`config.mk`:
```
export PLATFORM = sky130hd
export DESIGN_NAME = latch_word_serializer
export DESIGN_NICKNAME = d
export VERILOG_FILES = /design/src/rtl/latch_word_serializer.sv
export SDC_FILE = /design/constraint.sdc
export NUM_CORES = 1
export LEC_CHECK = 0
export BUFFER_PORTS_ARGS = -buffer_cell sky130_fd_sc_hd__buf_2
export CORE_AREA = 8 8 45 47
export DETAILED_ROUTE_END_ITERATION = 10
export DIE_AREA = 0 0 53 55
export PLACE_DENSITY = 0.79
export SKIP_CTS_REPAIR_TIMING = 1
export SYNTH_ARGS = -nofsm -noshare
export SYNTH_HDL_FRONTEND = slang
export SYNTH_SLANG_ARGS = --single-unit
export TNS_END_PERCENT = 5
```
`constraint.sdc`:
```
create_clock -name CLK -period 2.1 [get_ports CLK]
set_input_delay 0.21 -clock CLK [delete_from_list [all_inputs] [get_ports CLK]]
set_output_delay 0.21 -clock CLK [all_outputs]
set_load 0.02 [all_outputs]
```
`src/rtl/latch_word_serializer.sv`:
```
// Parallel-in, serial-out reader for a latched word: captures D on an accepted LOAD,
// shifts it out one bit per clock with SO_VALID, then pulses DONE and returns to idle.
module latch_word_serializer #(
   parameter int WIDTH     = 8,
   parameter bit MSB_FIRST = 1'b0
) (
   input  logic             CLK,
   input  logic             RST_n,
   input  logic [WIDTH-1:0] D,
   input  logic             LOAD,
   output logic             READY,
   output logic             SO,
   output logic             SO_VALID,
   output logic             DONE
);

   localparam int CNT_W = $clog2(WIDTH);
   localparam logic [CNT_W-1:0] CNT_LAST = CNT_W'(WIDTH - 1);

   typedef enum logic [1:0] {
      S_IDLE  = 2'd0,
      S_SHIFT = 2'd1,
      S_FIN   = 2'd2
   } state_t;

   state_t           state_q, state_d;
   logic [WIDTH-1:0] sr_q, sr_d;
   logic [CNT_W-1:0] cnt_q, cnt_d;

   always_ff @(posedge CLK or negedge RST_n) begin
      if (!RST_n) begin
         state_q <= S_IDLE;
         sr_q    <= '0;
         cnt_q   <= '0;
      end else begin
         state_q <= state_d;
         sr_q    <= sr_d;
         cnt_q   <= cnt_d;
      end
   end

   // LOAD is only looked at in IDLE, so requests during a word in flight are dropped.
   always_comb begin
      state_d = state_q;
      sr_d    = sr_q;
      cnt_d   = cnt_q;
      unique case (state_q)
         S_IDLE: begin
            if (LOAD) begin
               sr_d    = D;
               cnt_d   = '0;
               state_d = S_SHIFT;
            end
         end
         S_SHIFT: begin
            sr_d = MSB_FIRST ? (sr_q << 1) : (sr_q >> 1);
            if (cnt_q == CNT_LAST) begin
               cnt_d   = '0;
               state_d = S_FIN;
            end else begin
               cnt_d = cnt_q + CNT_W'(1);
            end
         end
         S_FIN: begin
            state_d = S_IDLE;
         end
         default: begin
            state_d = S_IDLE;
         end
      endcase
   end

   assign READY    = (state_q == S_IDLE);
   assign SO_VALID = (state_q == S_SHIFT);
   assign DONE     = (state_q == S_FIN);
   assign SO       = SO_VALID & (MSB_FIRST ? sr_q[WIDTH-1] : sr_q[0]);

endmodule
```
* Yosys cells after proc, flatten, opt, wreduce, memory -nomap -nowiden
Index checks and enable logic that the tools add are counted.
** Word-level totals
- Bits in writable memories :: 0
- Latch bits :: 0
- Bits in registers :: 13
- Word-level logic and storage cells :: 22
- ROM bits :: 0
- Memories :: 0
** Cells by class
- Order comparisons :: 0
- Multiplexer cells :: 8
- Divide/modulo/power cells :: 0
- Multipliers :: 0
- Reduce and logical (&&, ||, !) cells :: 4
- Shift operators :: 0
- Add/sub/neg operators :: 1
- Bitwise gates (word level) :: 1
- Equality and inequality tests :: 5
** Operators with widths (count)
- 8-bit one-hot mux with 2 select lines :: 1
- 8-bit two-way mux :: 1
- 3-bit two-way mux :: 2
- 3-bit one-hot mux with 2 select lines :: 1
- 2-bit two-way mux :: 2
- 2-bit one-hot mux with 2 select lines :: 1
- 2-bit AND reduction :: 2
- 3-bit by 1-bit adder with 3-bit output, second input constant :: 1
- 3-bit equality test, second input constant :: 1
- 2-bit by 1-bit equality test with 1-bit output, second input constant :: 1
- 2-bit equality test, second input constant :: 1
- 2-bit zero test :: 1
- 2-bit by 1-bit != test with 1-bit output, second input constant :: 1
- 2-bit != test, second input constant :: 1
- 2-bit nonzero test :: 1
- 1-bit AND :: 1

* Logic depth before layout (Yosys ltp)
- Depth in word-level cells :: 3
- Mapped depth :: 4
- Mapped depth without buffers :: 4

* Worst setup path before layout
No wires, ideal clock.
- Path type :: register to register
- Start :: reg state_q[0]
- End :: reg sr_q[4]
- Arrival :: 1097 ps
- Period minus slack after synthesis :: 1220 ps
- Slack :: 880 ps
- Setup time :: 123 ps
- Cell stages (with the launch flop) :: 5
- Cell sequence :: dfrtp_1 > buf_6 > nor2_1 > nand3b_1 > o221a_2
** Between the ends
- Longest elaborated chain between the ends :: 3
** RTL lines
- from (decl) :: line 26 : state_t state_q, state_d;
- from (signal assigned) :: line 36 : state_q <= state_d;
- 2-bit zero test *
- net READY :: line 11 : output logic READY,
- 2-bit != test (no line) / 2-bit nonzero test (equally long branches)
- 2-bit AND reduction (no line)
- to (signal assigned) :: line 37 : sr_q <= sr_d;
- to (decl) :: line 27 : logic [WIDTH-1:0] sr_q, sr_d;
Mark *: on every way through the listed nets, which the timed path passes. The rest lies on a longest branch.
A chain may end at the register's enable or synchronous reset.

* Worst setup path after layout
- Start :: reg state_q[1]
- End :: out SO
** Between the ends
- Longest elaborated chain between the ends :: 2
** RTL lines
- 2-bit by 1-bit equality test with 1-bit output :: line 74 : assign SO_VALID = (state_q == S_SHIFT);
- 1-bit AND :: line 76 : assign SO = SO_VALID & (MSB_FIRST ? sr_q[WIDTH-1] : sr_q[0]);
- to (decl) :: line 12 : output logic SO,
Every way passes these cells.

==> flow_metrics.env <==
export IMPL_portBuffers=14
export IMPL_max_freq_mhz=655
export IMPL_syn_nets=69
export IMPL_yosysWarnings=0
export IMPL_wl_met2_um=671
export IMPL_p_leak_nw=0.345
export IMPL_wl_met1_um=556
export IMPL_drive_above_1_share=0.288
export IMPL_finalInstanceArea_um2=722
export IMPL_wl_met3_um=120
export IMPL_clkSlewWorstSetupHoldPaths_ns=0.08
export IMPL_drtPass1Iterations=4
export IMPL_dieWidth_um=53
export IMPL_arrival_ns=1.32
export IMPL_syn_area_um2=614
export IMPL_max_slew_margin_rel=0.759
export IMPL_vdd_drop_max_v=0.000533
export IMPL_grt_pass1_vias=519
export IMPL_grt_util_all_layers=0.112
export IMPL_numClockSinks=13
export IMPL_finClkSkew_ns=0.00163
export IMPL_viasPerCell=5.82
export IMPL_fill_cells=123
export IMPL_clockBufferDepth=2
export IMPL_ctsHtreeMaxLevel=1
export IMPL_clkLatencyLatePin_ns=0.28
export IMPL_antenna_found_initial=0
export IMPL_first_iter_violations=26
export IMPL_drt_wirelength_per_cell_um=15.4
export IMPL_cts_made_buffers=3
export IMPL_vias=518
export IMPL_hold_viol=0
export IMPL_synth_top_area_frac=0.530
export IMPL_start_util=0.444
export IMPL_num_rows=14
export IMPL_required_ns=1.89
export IMPL_top_layer_used="met4"
export IMPL_cts_tree="yes"
export IMPL_crit_type="flop to output port"
export IMPL_final_max_slew_viol_count=0
export IMPL_placed_area_um2=686
export IMPL_cap_violations=0
export IMPL_synth_area_leaders="dfrtp_1, o22ai_1, a2bb2oi_1"
export IMPL_power_per_cell_area_nw_per_um2=1470
export IMPL_seqPwrFrac=0.436
export IMPL_syn_area_per_cell_um2=11.0
export IMPL_setup_viol=0
export IMPL_power_switching_mw=0.411
export IMPL_mostFrequentLayoutCells="buf_2, dfrtp_1, o22ai_1"
export IMPL_post_route_min_period_ns=1.53
export IMPL_end_kind="output port"
export IMPL_n_antenna_cell=0
export IMPL_critPathMaxFanout=9
export IMPL_hpwl_mm=1.05
export IMPL_hp_class="input pin to flop"
export IMPL_yosysTopAreaCell="dfrtp_1"
export IMPL_grt_max_degree=14
export IMPL_gp_congestion=0.813
export IMPL_root_buffer="clkbuf_4"
export IMPL_detail_route_antenna_nets=0
export IMPL_final_common_cell="buf_2"
export IMPL_setup_tns_ns=0
export IMPL_worst_pin_slew_ns=0.362
export IMPL_core_region_area_um2=1380
export IMPL_grt_pass1_wl_mm=2.38
export IMPL_timing_final_crit_share=0.727
export IMPL_syn_inst=56
export IMPL_drc=0
export IMPL_overflow=0
export IMPL_yosysSeqAreaShare=0.530
export IMPL_ys_seq_elements=13
export IMPL_syn_to_final_growth_pct=17.5
export IMPL_pwr_share_clk=0.145
export IMPL_yosysUniqueCellTypes=22
export IMPL_pin_count=15
export IMPL_switching_share=0.386
export IMPL_die_area_um2=2920
export IMPL_wirelength_mm=1.37
export IMPL_nets=87
export IMPL_status="finished clean"
export IMPL_multi_input_area_um2=259
export IMPL_intPower_mw=0.652
export IMPL_die_y_um=55
export IMPL_start_kind="flop"
export IMPL_rsz0062_at_grt="no"
export IMPL_combinationalPowerShare=0.419
export IMPL_ff_latch_area_um2=325
## cells in the mapped netlist
library cell / number
and3_1: 2
dfrtp_1: 13
nand2_1: 2
inv_2: 1
a21oi_1: 4
nand3_1: 1
o22ai_1: 9
nand2b_4: 1
buf_6: 1
o221a_2: 1
o21ai_0: 1
nor2_2: 1
a2bb2oi_1: 3
nor2_1: 3
a22o_1: 2
o21bai_1: 1
o31ai_1: 1
inv_1: 2
buf_4: 1
ha_1: 2
nand2b_1: 3
nand3b_1: 1
## flip-flops by register name (all words and copies together), names as in the netlist
register  flops
sr_q          8
cnt_q         3
state_q       2
## routing by layer
metal / vias up / track usage
met2: 25 / 0.174
met4: 0 / 0.0776
met3: 4 / 0.0321
met5: - / 0
li1: 248 / -
met1: 241 / 0.132
## cell type report
type                    instances  area share
well taps                      16      0.0277
inverters                       3      0.0156
clock buffers                   4      0.0364
multi-input cells              38       0.359
repair buffers                 15       0.111
flip-flops and latches         13       0.451
## power by group through the flow
stage / combinational [mW] / clock (mW) / sequential, mW
2_1_floorplan: 0.379 / 0 / 0.420
3_3_place_gp: 0.426 / 0 / 0.458
3_5_place_dp: 0.446 / 0 / 0.465
4_1_cts: 0.451 / 0.157 / 0.461
5_1_grt: 0.500 / 0.177 / 0.477
6_report: 0.445 / 0.154 / 0.463
## worst paths after layout
| check | from | endpoint | slack, ns | cells past startpoint |
|---|---|---|---|---|
| max | state_q[1] | SO | 0.57 | 3 |
| min | D[7] | sr_q[7] | 0.15 | 3 |
| max reg2reg | cnt_q[0] | cnt_q[2] | 0.90 | 3 |
| min reg2reg | cnt_q[2] | cnt_q[2] | 0.52 | 1 |
| max in group asynchronous | RST_n | sr_q[1] | 1.55 | 2 |
| min in group asynchronous | RST_n | cnt_q[2] | 0.33 | 2 |
## worst max-delay path, stage by stage, from the launching register on
cell and delay [ns]:
dfrtp_1 0.45, inv_1 0.23, and3_1 0.19, buf_2 0.16
## per-stage QoR
stage / hold WS, ns / worst slack (ns) / total power, mW / std cells / util
final: 0.151 / 0.574 / 1.06 / 89 / 0.522
after global routing: 0.167 / 0.480 / 1.15 / 89 / 0.522
after global placement: 0.108 / 0.929 / 0.884 / 84 / 0.495
after CTS: -0.194 / 0.578 / 1.07 / 88 / 0.514
after floorplan: -0.0856 / 0.880 / 0.799 / 56 / -
after detailed placement: 0.104 / 0.881 / 0.911 / 84 / 0.495
## kinds of logic after synthesis
group / count (synthesis) / synth area share
DFF: 13 / 0.530
buffers and inverters: 5 / 0.0489
AOI/OAI and AO/OA: 22 / 0.246
adders and majority gates: 2 / 0.0407
and+or+nand+nor: 14 / 0.134
No activity file was read; power rests on OpenSTA's default activity.
